$ cat src/rtl/gray_count_decoder.sv
// gray_count_decoder: receive end of a Gray-coded counter link.
// Samples g_in, converts it to binary, and tracks successive values.
// A +1 step gives a step_up pulse and a -1 step gives a step_down pulse.
// Any other jump gives an err pulse. It also sets err_sticky and bumps the
// saturating err_count.
//
// Optional macro GRAY_SYNC_EN: g_in passes through a SYNC_STAGES-deep
// synchronizer chain instead of a single capture flop.
//
// Ports:
//   clk        clock, rising edge
//   rst        asynchronous active-high reset
//   en         tracking enable
//   err_clr    clears err_sticky / err_count
//   g_in       Gray-coded count from the encoder side
//   b_out      decoded binary value (registered)
//   b_valid    b_out holds a tracked value
//   step_up    one-cycle pulse, value advanced by +1
//   step_down  one-cycle pulse, value moved by -1
//   err        one-cycle pulse, illegal jump
//   err_sticky latched error flag
//   err_count  saturating illegal-jump count
module gray_count_decoder #(
    parameter int unsigned WIDTH       = 4,
    parameter int unsigned SYNC_STAGES = 2
) (
    input  logic             clk,
    input  logic             rst,
    input  logic             en,
    input  logic             err_clr,
    input  logic [WIDTH-1:0] g_in,
    output logic [WIDTH-1:0] b_out,
    output logic             b_valid,
    output logic             step_up,
    output logic             step_down,
    output logic             err,
    output logic             err_sticky,
    output logic [7:0]       err_count
);

`ifdef GRAY_SYNC_EN
    localparam int unsigned STAGES = SYNC_STAGES;
`else
    localparam int unsigned STAGES = 1;
`endif

    localparam logic [WIDTH-1:0] DIFF_UP   = WIDTH'(1);
    localparam logic [WIDTH-1:0] DIFF_DOWN = '1;
    localparam logic [7:0]       CNT_MAX   = 8'hFF;

    // Reject parameter values the structure cannot support.
    if (WIDTH < 2 || SYNC_STAGES < 2) begin : g_param_check
        $error("gray_count_decoder: WIDTH and SYNC_STAGES must both be >= 2");
    end

    typedef enum logic [1:0] {
        ST_INIT  = 2'd0,
        ST_TRACK = 2'd1,
        ST_FAULT = 2'd2
    } state_t;

    state_t                       state, state_nxt;
    logic [STAGES-1:0][WIDTH-1:0] sync_q;
    logic [WIDTH-1:0]             g_s;
    logic [WIDTH-1:0]             bin;
    logic [WIDTH-1:0]             diff;

    logic [WIDTH-1:0] b_out_nxt;
    logic             b_valid_nxt;
    logic             step_up_nxt;
    logic             step_down_nxt;
    logic             err_nxt;
    logic             err_sticky_nxt;
    logic [7:0]       err_count_nxt;

    // Input capture / synchronizer chain; the last stage feeds the decoder.
    always_ff @(posedge clk or posedge rst) begin
        if (rst) begin
            sync_q <= '0;
        end else begin
            sync_q[0] <= g_in;
            for (int i = 1; i < int'(STAGES); i++) begin
                sync_q[i] <= sync_q[i-1];
            end
        end
    end

    assign g_s = sync_q[STAGES-1];

    // Gray to binary: each binary bit is the XOR of all Gray bits at or above it.
    always_comb begin
        logic acc;
        acc = 1'b0;
        bin = '0;
        for (int i = int'(WIDTH) - 1; i >= 0; i--) begin
            acc    = acc ^ g_s[i];
            bin[i] = acc;
        end
    end

    assign diff = bin - b_out;

    // State register.
    always_ff @(posedge clk or posedge rst) begin
        if (rst) begin
            state <= ST_INIT;
        end else begin
            state <= state_nxt;
        end
    end

    // Next state and next output values.
    always_comb begin
        state_nxt      = state;
        b_out_nxt      = b_out;
        b_valid_nxt    = b_valid;
        step_up_nxt    = 1'b0;
        step_down_nxt  = 1'b0;
        err_nxt        = 1'b0;
        err_sticky_nxt = err_sticky;
        err_count_nxt  = err_count;

        // A clear lands first so that a same-cycle error overrides it.
        if (err_clr) begin
            err_sticky_nxt = 1'b0;
            err_count_nxt  = 8'd0;
            if (state == ST_FAULT) begin
                state_nxt = ST_TRACK;
            end
        end

        if (!en) begin
            state_nxt   = ST_INIT;
            b_valid_nxt = 1'b0;
        end else begin
            case (state)
                ST_INIT: begin
                    b_out_nxt   = bin;
                    b_valid_nxt = 1'b1;
                    state_nxt   = ST_TRACK;
                end
                ST_TRACK, ST_FAULT: begin
                    b_valid_nxt = 1'b1;
                    if (diff == '0) begin
                        b_out_nxt = b_out;
                    end else if (diff == DIFF_UP) begin
                        b_out_nxt   = bin;
                        step_up_nxt = 1'b1;
                    end else if (diff == DIFF_DOWN) begin
                        b_out_nxt     = bin;
                        step_down_nxt = 1'b1;
                    end else begin
                        // Illegal jump: resync to the new value and flag it.
                        b_out_nxt      = bin;
                        err_nxt        = 1'b1;
                        err_sticky_nxt = 1'b1;
                        if (err_count_nxt != CNT_MAX) begin
                            err_count_nxt = err_count_nxt + 8'd1;
                        end
                        state_nxt = ST_FAULT;
                    end
                end
                default: begin
                    state_nxt   = ST_INIT;
                    b_valid_nxt = 1'b0;
                end
            endcase
        end
    end

    // Output registers.
    always_ff @(posedge clk or posedge rst) begin
        if (rst) begin
            b_out      <= '0;
            b_valid    <= 1'b0;
            step_up    <= 1'b0;
            step_down  <= 1'b0;
            err        <= 1'b0;
            err_sticky <= 1'b0;
            err_count  <= 8'd0;
        end else begin
            b_out      <= b_out_nxt;
            b_valid    <= b_valid_nxt;
            step_up    <= step_up_nxt;
            step_down  <= step_down_nxt;
            err        <= err_nxt;
            err_sticky <= err_sticky_nxt;
            err_count  <= err_count_nxt;
        end
    end

endmodule
$ cat config.mk
export PLATFORM = sky130hd
export DESIGN_NAME = gray_count_decoder
export DESIGN_NICKNAME = d
export VERILOG_FILES = /design/src/rtl/gray_count_decoder.sv
export SDC_FILE = /design/constraint.sdc
export NUM_CORES = 1
export LEC_CHECK = 0
export ABC_AREA = 1
export BUFFER_PORTS_ARGS = -buffer_cell sky130_fd_sc_hd__buf_2
export CORE_AREA = 10 10 65 67
export CTS_CLUSTER_SIZE = 10
export DETAILED_ROUTE_END_ITERATION = 12
export DIE_AREA = 0 0 75 77
export PLACE_DENSITY = 0.81
export REMOVE_ABC_BUFFERS = 1
export SLEW_MARGIN = 20
export SYNTH_ARGS = -nofsm -noshare
export SYNTH_HDL_FRONTEND = slang
export SYNTH_SLANG_ARGS = --single-unit
$ cat constraint.sdc
create_clock -name clk -period 2.7 [get_ports clk]
set_input_delay 0.27 -clock clk [delete_from_list [all_inputs] [get_ports clk]]
set_output_delay 0.27 -clock clk [all_outputs]
set_load 0.01 [all_outputs]
==> results.md <==
* Status: complete, no violations
* CTS Buffer Depth at 2
* Fraction of registers with async set/reset at 100%
* Number of synthesized flops with an enable pin at 0
* Worst-Margin Slew at 863 ps
* Worst vdd ir at 0.337 mV
* Critical Path AT at 2780 ps
* Share of the synthesized area in the top cell type at 40.2%
* Fin. Hold Viols at 0
* P&R area growth vs syn at 17.1%
* Worst setup path endpoint: err_count[1]$_DFF_PP0_
* Sink Count at 23
* Min Tclk post-route at 2580 ps
* RSZ-0062 raised after global routing: true
* Vias in the first global route at 1,216
* Final worst-path cycle share at 95.5%
* Pwr dens at 917 nW/um^2
* Sum Neg Setup Slack at 0 ps
* Initial antenna violation count at 0
* Clk pin slew, worst setup/hold paths at 130 ps
* HP Class: input pin to register
* Dpl hpwl at 2.32 mm
* Cell area after synthesis at 1430 um^2
* # fillers at 272
* Top-count cell post-synth: nand2_1
* Final Worst Setup Slack at 122 ps
* Total gr overflow at 0
* Post-route insts no fill at 256
* Die Wd at 75 um
* First-pass GRT wire length at 5.10 mm
* Die ar. at 5780 um^2
* Synth top area cells: dfrtp_1 (40%), nand2_1 (16%), inv_1 (8.9%), ha_1 (5.2%), nor2_1 (5.0%)
* Startpoint types: register
* CP max FO at 8
* Antenna Nets Post-Route at 0
* H-tree Lvls at 1
* Die H at 77 um
* Root buffer selected by CTS: clkbuf_4
* FF-to-FF setup slack at 120 ps
* Top cells by count, synth: nand2_1 (60), inv_1 (34), dfrtp_1 (23), nor2_1 (19), nand3_1 (14)
* Largest net degree at the start of global routing at 24
* Distinct cells, synth at 29
* Synth Register Bits at 23
* Multi-input logic area at 729 um^2
* GRT Overall Usage at 10.8%
* Reg2Reg Capture Point: err_count[1]$_DFF_PP0_
* Layout cells sized above 1 at 25.6%
* Detailed Routing Iterations Pass 1 at 4
* Initial Utilization at 48.0%
* Core ar. at 2980 um^2
* CTS tree: built
* Vias at 1,258
* Register area share after synthesis at 40.2%
* Fmax at 388 MHz
* RD Place Congestion at 0.924
* CTS buffer count at 3
* Placed instance count at 249
* Fin util at 56.3%
* Post-Syn Instances at 192
* Seq. cell area at 576 um^2
* Leak Pwr at 0.960 nW
* Clock Skew at 13.0 ps
* Worst hold path depth at 1
* I/O Pins at 25
* Cts hold-fix bufs at 0
* Worst Setup End Kind: register
* DR DRC count at 0
* ANT cells at 0
* Worst flop-to-flop path startpoint: g_s[2]$_DFF_PP0_
* Violation count after the first detailed-route iteration at 50
* Row count at 20
* Synth warnings at 0
* Nets@finish at 239
* Reg2reg path depth at 17
* Place WS at -7.23 ps
* Slew margin rel. at 42.4%
* Via density at 4.91
* Final wirelength at 3.09 mm
* WS Path Type: register to register
* Top_reg_cell synth: dfrtp_1
* Syn Area/Cell at 7.45 um^2
* Port bufs at 24
* # setup viols final at 0
* Synth area leader: dfrtp_1
* Critical path launch point: g_s[2]$_DFF_PP0_
* Worst path required time at 2910 ps
* Pins Over Slew Limit at 0
* Skew-Pair Late Insertion Delay at 310 ps
* Max cap viols at 0
* WL per Instance at 12.1 um
[per-stage QoR]
stage / hold WS (ps) / total power [mW] / instance area, um^2
after floorplan: 272 / 1.12 / 1420
after global placement: 379 / 1.31 / 1590
after detailed placement: 379 / 1.32 / 1590
after CTS: 45.8 / 1.49 / 1620
after global routing: 27.7 / 1.68 / 1680
final: 46.9 / 1.54 / 1680
[registers in the layout (all words and copies together), names as in the netlist]
register and cells:
err_count 8, b_out 4, g_s 4, state 2, b_valid 1, err 1
err_sticky 1, step_down 1, step_up 1
[layout by cell type, fill, tap and decap left out]
cell type and instances:
nand3_2 6, nand3_4 2, clkbuf_4 3, nand4_1 9, nand2_2 5, o211ai_1 1
nor3_4 1, or2_1 1, nor2_4 1, a211oi_1 1, inv_1 32, ha_2 1
clkbuf_1 1, nor2_2 2, nor3_1 1, inv_2 4, clkinv_1 1, a21oi_1 2
a21oi_2 1, ha_1 5, xor2_1 1, dfrtp_1 23, nand2_1 57, buf_4 5
a21boi_1 1, fa_2 1, xnor2_1 1, nor2_1 18, nand3_1 10, buf_2 24
o21ai_0 1, inv_4 1
[cell type report]
| type | instances | share of cell area [%] |
|---|---|---|
| Timing Repair Buffer | 29 | 9.41 |
| Multi-Input combinational cell | 129 | 43.5 |
| Tap cell | 33 | 2.46 |
| Sequential cell | 23 | 34.4 |
| Clock buffer | 4 | 1.57 |
| Inverter | 38 | 8.66 |
[power by group]
part,internal [mW],switching [mW]
clock network,0.0577,0.104
registers,0.422,0.0596
logic,0.315,0.577
total,0.795,0.740
[how the worst min path moves through the flow]
| stage | slack (ps) | endpoint | from |
|---|---|---|---|
| after floorplan | 270 | b_out[0]$_DFFE_PP0P_ | rst |
| after global placement | 380 | g_s[1]$_DFF_PP0_ | g_in[1] |
| after detailed placement | 380 | g_s[0]$_DFF_PP0_ | g_in[0] |
| after CTS | 50 | g_s[0]$_DFF_PP0_ | g_in[0] |
| after global routing | 30 | g_s[0]$_DFF_PP0_ | g_in[0] |
| final | 50 | g_s[0]$_DFF_PP0_ | g_in[0] |
[per-layer routing]
| metal | GRT usage [%] | share of wire [%] | vias up |
|---|---|---|---|
| li1 | - | - | 653 |
| met1 | 13.1 | 44 | 569 |
| met2 | 16.7 | 49 | 30 |
| met3 | 2.96 | 5.3 | 6 |
| met4 | 5.68 | 2.1 | 0 |
| met5 | 0 | 0 | - |
[critical path: stages, from the launching register on]
cell and delay, ps:
dfrtp_1 420, xor2_1 180, nand2_1 80, nand2_2 80
inv_2 70, nand2_1 50, nand2_1 70, inv_1 50
ha_2 180, fa_2 530, or2_1 90, nor2_1 40
nand3_2 120, nand2_2 80, nor2_4 230, nand2_2 90
nand2_1 70, nand2_1 50
[cells by family (layout without fill, tap and decap cells)]
logic type / count (synthesis) / in the layout / share of synthesized area (%)
xor+xnor: 2 / 2 / 1.23
fa+ha+maj: 7 / 7 / 6.65
buf+inv: 40 / 71 / 11.2
simple gates: 113 / 113 / 37.4
flops: 23 / 23 / 40.2
compound gates: 7 / 7 / 3.24
[repair_timing]
item                       4_1_cts  5_1_grt
setup buffers                    0        3
setup endpoints to repair        2       15
pin swaps                        0        6
gates resized for setup          1       11
Power figures use the tool's default switching activity.
